File: config.mk
export PLATFORM = sky130hd
export DESIGN_NAME = lift_req_sched_flat
export DESIGN_NICKNAME = d
export VERILOG_FILES = /design/src/rtl/lift_pkg.sv /design/src/rtl/lift_req_sched_if.sv /design/src/rtl/lift_rr_pick.sv /design/src/rtl/lift_req_sched.sv /design/src/flat_wrapper.sv
export SDC_FILE = /design/constraint.sdc
export NUM_CORES = 1
export LEC_CHECK = 0
export CORE_MARGIN = 2
export CORE_UTILIZATION = 35
export DETAILED_ROUTE_END_ITERATION = 7
export GPL_TIMING_DRIVEN = 0
export SLEW_MARGIN = 20
export SYNTH_ARGS = -nofsm -noshare
export SYNTH_HDL_FRONTEND = slang
export SYNTH_SLANG_ARGS = --single-unit
File: constraint.sdc
create_clock -name clk -period 9.9 [get_ports clk]
set_input_delay 2.475 -clock clk [delete_from_list [all_inputs] [get_ports clk]]
set_output_delay 2.475 -clock clk [all_outputs]
set_load 0.1 [all_outputs]
File: src/rtl/lift_pkg.sv
// Shared definitions for the lift request scheduler: request codes, ring table, FSM states.
// Pure declarations, no logic.
// No flow control here.
package lift_pkg;

    localparam int RING_N = 6;

    localparam logic [2:0] CODE_NONE = 3'b000;
    localparam logic [2:0] CODE_1U   = 3'b001;
    localparam logic [2:0] CODE_2U   = 3'b010;
    localparam logic [2:0] CODE_3U   = 3'b011;
    localparam logic [2:0] CODE_4D   = 3'b100;
    localparam logic [2:0] CODE_3D   = 3'b111;
    localparam logic [2:0] CODE_2D   = 3'b110;

    // Index = ring position; one full up sweep followed by the down sweep.
    localparam logic [RING_N-1:0][2:0] RING_CODE =
        {CODE_2D, CODE_3D, CODE_4D, CODE_3U, CODE_2U, CODE_1U};

    typedef enum logic [1:0] {
        ST_IDLE,
        ST_WAIT,
        ST_COOL
    } lift_state_e;

    // (pos + step) mod 6, valid for pos, step in 0..5.
    function automatic logic [2:0] ring_add(input logic [2:0] pos, input logic [2:0] step);
        logic [3:0] sum;
        sum = {1'b0, pos} + {1'b0, step};
        if (sum >= 4'd6) begin
            sum = sum - 4'd6;
        end
        return sum[2:0];
    endfunction

endpackage

File: src/rtl/lift_req_sched_if.sv
// Call-button / lift-FSM side bundle of the scheduler.
// Wires only, no latency.
// No backpressure; lift_done is the only return strobe.
interface lift_req_sched_if;
    import lift_pkg::*;

    logic [RING_N-1:0] btn;
    logic              lift_done;
    logic [2:0]        din;
    logic              q_empty;
    logic [RING_N-1:0] pending;
    logic              busy;
    logic              err;

    modport master (
        output btn, lift_done,
        input  din, q_empty, pending, busy, err
    );

    modport slave (
        input  btn, lift_done,
        output din, q_empty, pending, busy, err
    );

endinterface

File: src/rtl/lift_rr_pick.sv
// Rotating-priority picker: first set pending bit scanning from ptr_i inclusive, wrapping mod 6.
// Combinational, zero latency.
// No flow control; valid_o low when nothing is pending.
module lift_rr_pick
    import lift_pkg::*;
(
    input  logic [RING_N-1:0] pending_i,
    input  logic [2:0]        ptr_i,
    output logic              valid_o,
    output logic [2:0]        idx_o
);

    logic [2:0] scan_pos;

    // Scan farthest-first so the position nearest the pointer is the last writer.
    always_comb begin
        valid_o  = 1'b0;
        idx_o    = '0;
        scan_pos = '0;
        for (int k = RING_N - 1; k >= 0; k--) begin
            scan_pos = ring_add(ptr_i, 3'(k));
            if (pending_i[scan_pos]) begin
                valid_o = 1'b1;
                idx_o   = scan_pos;
            end
        end
    end

endmodule

File: src/rtl/lift_req_sched.sv
// Hall-call scheduler: latches button pulses, serves them in up/down ring order; LIFT_SCHED_TIMEOUT_EN adds a WAIT timeout.
// Latency: press in empty IDLE -> din/q_empty valid one edge after the press is latched.
// Backpressure: one request outstanding; holds it until lift_done (or timeout), then one COOL cycle.
module lift_req_sched
    import lift_pkg::*;
#(
    parameter int TIMEOUT_CYC = 200
) (
    input logic             clk,
    input logic             rst_n,
    lift_req_sched_if.slave bus
);

    lift_state_e       state_q, state_d;
    logic [2:0]        ptr_q, ptr_d;
    logic [2:0]        active_q, active_d;
    logic [RING_N-1:0] pending_q, pending_d;
    logic [2:0]        din_q, din_d;
    logic              q_empty_q, q_empty_d;

    logic              pick_vld;
    logic [2:0]        pick_idx;

`ifdef LIFT_SCHED_TIMEOUT_EN
    localparam int CNT_W = $clog2(TIMEOUT_CYC + 1);
    logic [CNT_W-1:0] cnt_q, cnt_d;
    logic             err_q, err_d;
`else
    logic [31:0] timeout_unused;
    assign timeout_unused = 32'(TIMEOUT_CYC);
`endif

    lift_rr_pick u_pick (
        .pending_i (pending_q),
        .ptr_i     (ptr_q),
        .valid_o   (pick_vld),
        .idx_o     (pick_idx)
    );

    always_comb begin
        state_d   = state_q;
        ptr_d     = ptr_q;
        active_d  = active_q;
        din_d     = din_q;
        q_empty_d = q_empty_q;
        // New presses always latch; a completion clear below overrides its own bit.
        pending_d = pending_q | bus.btn;
`ifdef LIFT_SCHED_TIMEOUT_EN
        cnt_d     = cnt_q;
        err_d     = err_q;
`endif
        case (state_q)
            ST_IDLE: begin
                if (pick_vld) begin
                    din_d     = RING_CODE[pick_idx];
                    q_empty_d = 1'b0;
                    active_d  = pick_idx;
                    state_d   = ST_WAIT;
`ifdef LIFT_SCHED_TIMEOUT_EN
                    cnt_d     = '0;
`endif
                end else begin
                    din_d     = CODE_NONE;
                    q_empty_d = 1'b1;
                end
            end
            ST_WAIT: begin
                if (bus.lift_done) begin
                    pending_d[active_q] = 1'b0;
                    ptr_d     = ring_add(active_q, 3'd1);
                    din_d     = CODE_NONE;
                    q_empty_d = 1'b1;
                    state_d   = ST_COOL;
                end
`ifdef LIFT_SCHED_TIMEOUT_EN
                else if (cnt_q == CNT_W'(TIMEOUT_CYC - 1)) begin
                    // Abandon but keep the call latched so it is retried later.
                    err_d     = 1'b1;
                    ptr_d     = ring_add(active_q, 3'd1);
                    din_d     = CODE_NONE;
                    q_empty_d = 1'b1;
                    state_d   = ST_COOL;
                end else begin
                    cnt_d = cnt_q + 1'b1;
                end
`endif
            end
            ST_COOL: begin
                din_d     = CODE_NONE;
                q_empty_d = 1'b1;
                state_d   = ST_IDLE;
            end
            default: begin
                state_d = ST_IDLE;
            end
        endcase
    end

    always_ff @(posedge clk or negedge rst_n) begin
        if (!rst_n) begin
            state_q   <= ST_IDLE;
            ptr_q     <= '0;
            active_q  <= '0;
            pending_q <= '0;
            din_q     <= CODE_NONE;
            q_empty_q <= 1'b1;
`ifdef LIFT_SCHED_TIMEOUT_EN
            cnt_q     <= '0;
            err_q     <= 1'b0;
`endif
        end else begin
            state_q   <= state_d;
            ptr_q     <= ptr_d;
            active_q  <= active_d;
            pending_q <= pending_d;
            din_q     <= din_d;
            q_empty_q <= q_empty_d;
`ifdef LIFT_SCHED_TIMEOUT_EN
            cnt_q     <= cnt_d;
            err_q     <= err_d;
`endif
        end
    end

    assign bus.din     = din_q;
    assign bus.q_empty = q_empty_q;
    assign bus.pending = pending_q;
    assign bus.busy    = (state_q == ST_WAIT);
`ifdef LIFT_SCHED_TIMEOUT_EN
    assign bus.err     = err_q;
`else
    assign bus.err     = 1'b0;
`endif

endmodule

File: src/flat_wrapper.sv
// flat-port wrapper written by rule: the top's interface ports become plain ports
module lift_req_sched_flat import lift_pkg::*;
#(
    parameter int TIMEOUT_CYC = 200
)
  (clk, rst_n, bus_btn, bus_lift_done, bus_din, bus_q_empty, bus_pending, bus_busy, bus_err);
  lift_req_sched_if bus_i ();
  input logic clk;
  input logic rst_n;
  input wire logic [$bits(bus_i.btn)-1:0] bus_btn;
  input wire logic [$bits(bus_i.lift_done)-1:0] bus_lift_done;
  output wire logic [$bits(bus_i.din)-1:0] bus_din;
  output wire logic [$bits(bus_i.q_empty)-1:0] bus_q_empty;
  output wire logic [$bits(bus_i.pending)-1:0] bus_pending;
  output wire logic [$bits(bus_i.busy)-1:0] bus_busy;
  output wire logic [$bits(bus_i.err)-1:0] bus_err;
  assign bus_i.btn = bus_btn;
  assign bus_i.lift_done = bus_lift_done;
  assign bus_din = bus_i.din;
  assign bus_q_empty = bus_i.q_empty;
  assign bus_pending = bus_i.pending;
  assign bus_busy = bus_i.busy;
  assign bus_err = bus_i.err;
  lift_req_sched #(.TIMEOUT_CYC(TIMEOUT_CYC)) u_core (.clk(clk), .rst_n(rst_n), .bus(bus_i));
endmodule
==> results.json <==
{
  "ys_async_sr_fraction": 1.00,
  "die_height_um": 75.8,
  "grt.met3_usage": 0.0146,
  "hp-class": "reg2reg",
  "required_ns": 7.43,
  "netlist_area_um2": 1800,
  "fp-row-count": 26,
  "drtIter0Drc": 73,
  "crit_arrival_ns": 2.16,
  "nNetsFinal": 252,
  "clk_pin_slew_ns": 0.07,
  "critPathLaunchType": "register",
  "die_w_um": 75.8,
  "finalCriticalPeriod_ns": 4.63,
  "port_buffers": 19,
  "syn_inst": 203,
  "drv_cap": 0,
  "gp_congestion": 0.812,
  "grt_max_degree": 19,
  "num_antenna_cells": 0,
  "ys.warnings.count": 0,
  "grt_pass1_wl_mm": 7.26,
  "clockRootBuffer": "clkbuf_8",
  "grt_util_all_layers": 0.163,
  "finalMaxSlewViolations": 0,
  "postCtsSetupBuffers": 0,
  "hold_viol_final": 0,
  "mostFrequentLayoutCells": "19 x clkdlybuf4s50_1, 17 x nand2_1, 17 x dfrtp_1",
  "clock_sinks": 18,
  "grt-ovfl-total": 0,
  "synth_edf_count": 0,
  "dp_hpwl_mm": 3.18,
  "fmax_mhz": 216,
  "syn_avg_cell_area_um2": 8.88,
  "dr.pass1.iters": 4,
  "synth_flop_cell": "dfrtp_1",
  "finClkSkew_ns": 0.00138,
  "syn-num-nets": 228,
  "ys_top_cells_by_area": "dfrtp_1 24%, ha_1 11%, nand2_1 3.5%, a21oi_1 3.3%, mux2i_1 2.8%",
  "final_area_um2": 2130,
  "viasPerCell": 5.31,
  "vias": 1572,
  "rsz0062_at_grt": "no",
  "ys_types": 64,
  "busiest_layer": "met2",
  "syn2layout_area_growth_pct": 18.5,
  "ctsResizeCount": 0,
  "synth_top_area_frac": 0.236,
  "placed_area_um2": 2080,
  "die_area_um2": 5740,
  "tightest_slew_ns": 0.972,
  "h-tree-depth": 1,
  "critPathKind": "reg2out",
  "finalCritPeriodShare": 0.468,
  "yosysTopAreaCell": "dfrtp_1",
  "pin_count": 21,
  "post_drt_wl_per_cell_um": 13.9,
  "layout_commonest_cell": "clkdlybuf4s50_1",
  "ys_ff_latch": 18,
  "cts_tree": "built",
  "grt_util_met1": 0.230,
  "final_core_util": 0.423,
  "grt_pass1_vias": 1513,
  "cts_buffers": 3,
  "fillers": 495,
  "antenna_found_initial": 0,
  "slew_headroom": 0.350,
  "start_util": 0.357,
  "clk_latency_ns": 0.26,
  "clock_path_buffers": 2,
  "cts_hold_buf": 0,
  "met2_usage": 0.260,
  "ys_seq_area_frac": 0.251,
  "status": "finished, final reports clean",
  "drive_gt1_frac": 0.124,
  "crit_path_max_fanout": 5,
  "cp-end-kind": "output port",
  "wl_mm": 4.11,
  "drc": 0,
  "tns_ns": 0,
  "core_um2": 5040,
  "ant_nets": 0,
  "setup_violations": 0
}
per-layer routing:
metal	wire, µm	vias to the layer above
li1	-	790
met1	1970	744
met2	1960	33
met3	115	5
met4	58	0
met5	0	-
synthesized netlist by cell type, types with 2 or more instances:
cell type / n
mux2i_1: 5
dfrtp_1: 17
mux2i_2: 2
a21oi_1: 12
xnor2_1: 3
a22oi_1: 2
nor2b_1: 3
or2_2: 2
o32a_1: 3
buf_1: 2
and4_1: 2
nand3_1: 5
xor2_1: 3
a211o_1: 2
a21o_1: 4
a21boi_0: 3
nand2b_1: 6
ha_1: 16
mux2_4: 2
o211ai_1: 2
buf_2: 2
o21ai_0: 9
nand2_1: 17
nor2_1: 10
mux2_2: 2
nor3_1: 10
o22a_1: 3
inv_1: 9
clkbuf_1: 3
buf_6: 2
nor4_1: 2
and3_1: 2
o21ai_1: 4
buf_4: 2
sequential cells by signal, indices dropped and copies added, names as in the netlist:
signal and count:
u_core.state_q 2, u_core.bus.din 3, u_core.bus.q_empty 1, u_core.bus.pending 6, u_core.active_q 3, u_core.ptr_q 3
worst paths after layout:
check,cells past startpoint,to,slack [ns],from
setup / recovery,3,bus_busy,5.27,u_core.state_q[1]
hold / removal,2,u_core.bus.q_empty,0.46,u_core.bus.q_empty
setup reg to reg,15,u_core.bus.din[1],6.09,u_core.ptr_q[0]
hold reg to reg,2,u_core.bus.q_empty,0.46,u_core.bus.q_empty
max in group asynchronous,1,u_core.bus.din[2],6.68,rst_n
min in group asynchronous,1,u_core.state_q[0],2.70,rst_n
logic make-up (layout without fill, tap and decap cells):
kind of cell,after synthesis,count (layout),share of synthesized area
xor gates and xnor gates,6,6,0.0292
AOI/OAI and AO/OA,61,61,0.249
and+or+nand+nor,68,68,0.211
muxes,13,13,0.0910
adders and majority gates,16,16,0.111
DFF,18,18,0.251
buffers and inverters,20,43,0.0556
other,1,1,0.00208
worst max-delay path: stages, from the launching register on:
cell,delay (ns)
dfrtp_1,0.38
inv_1,0.12
ha_1,0.24
clkdlybuf4s50_1,1.16
through the flow:
stage / hold WS, ns / instances / setup WS [ns]
floorplan: 0.540 / 203 / 6.12
detailed placement: 0.456 / 292 / 5.55
finish: 0.462 / 296 / 5.27
global route: 0.509 / 296 / 5.21
CTS: 0.467 / 296 / 5.26
global placement: 0.453 / 292 / 5.55
area by class of cell:
type                            count  area [µm²]  area share
Timing Repair Buffer               19         190      0.0891
Tap cell                           70        87.6      0.0410
Inverter                            9        33.8      0.0158
Sequential cell                    18         452       0.212
Multi-Input combinational cell    165        1250       0.586
Clock buffer                        4        55.1      0.0258
Buffer                             11        66.3      0.0311
Power is not shown: default switching activity piles up to over one toggle a cycle in this logic, so the estimate is an artifact.
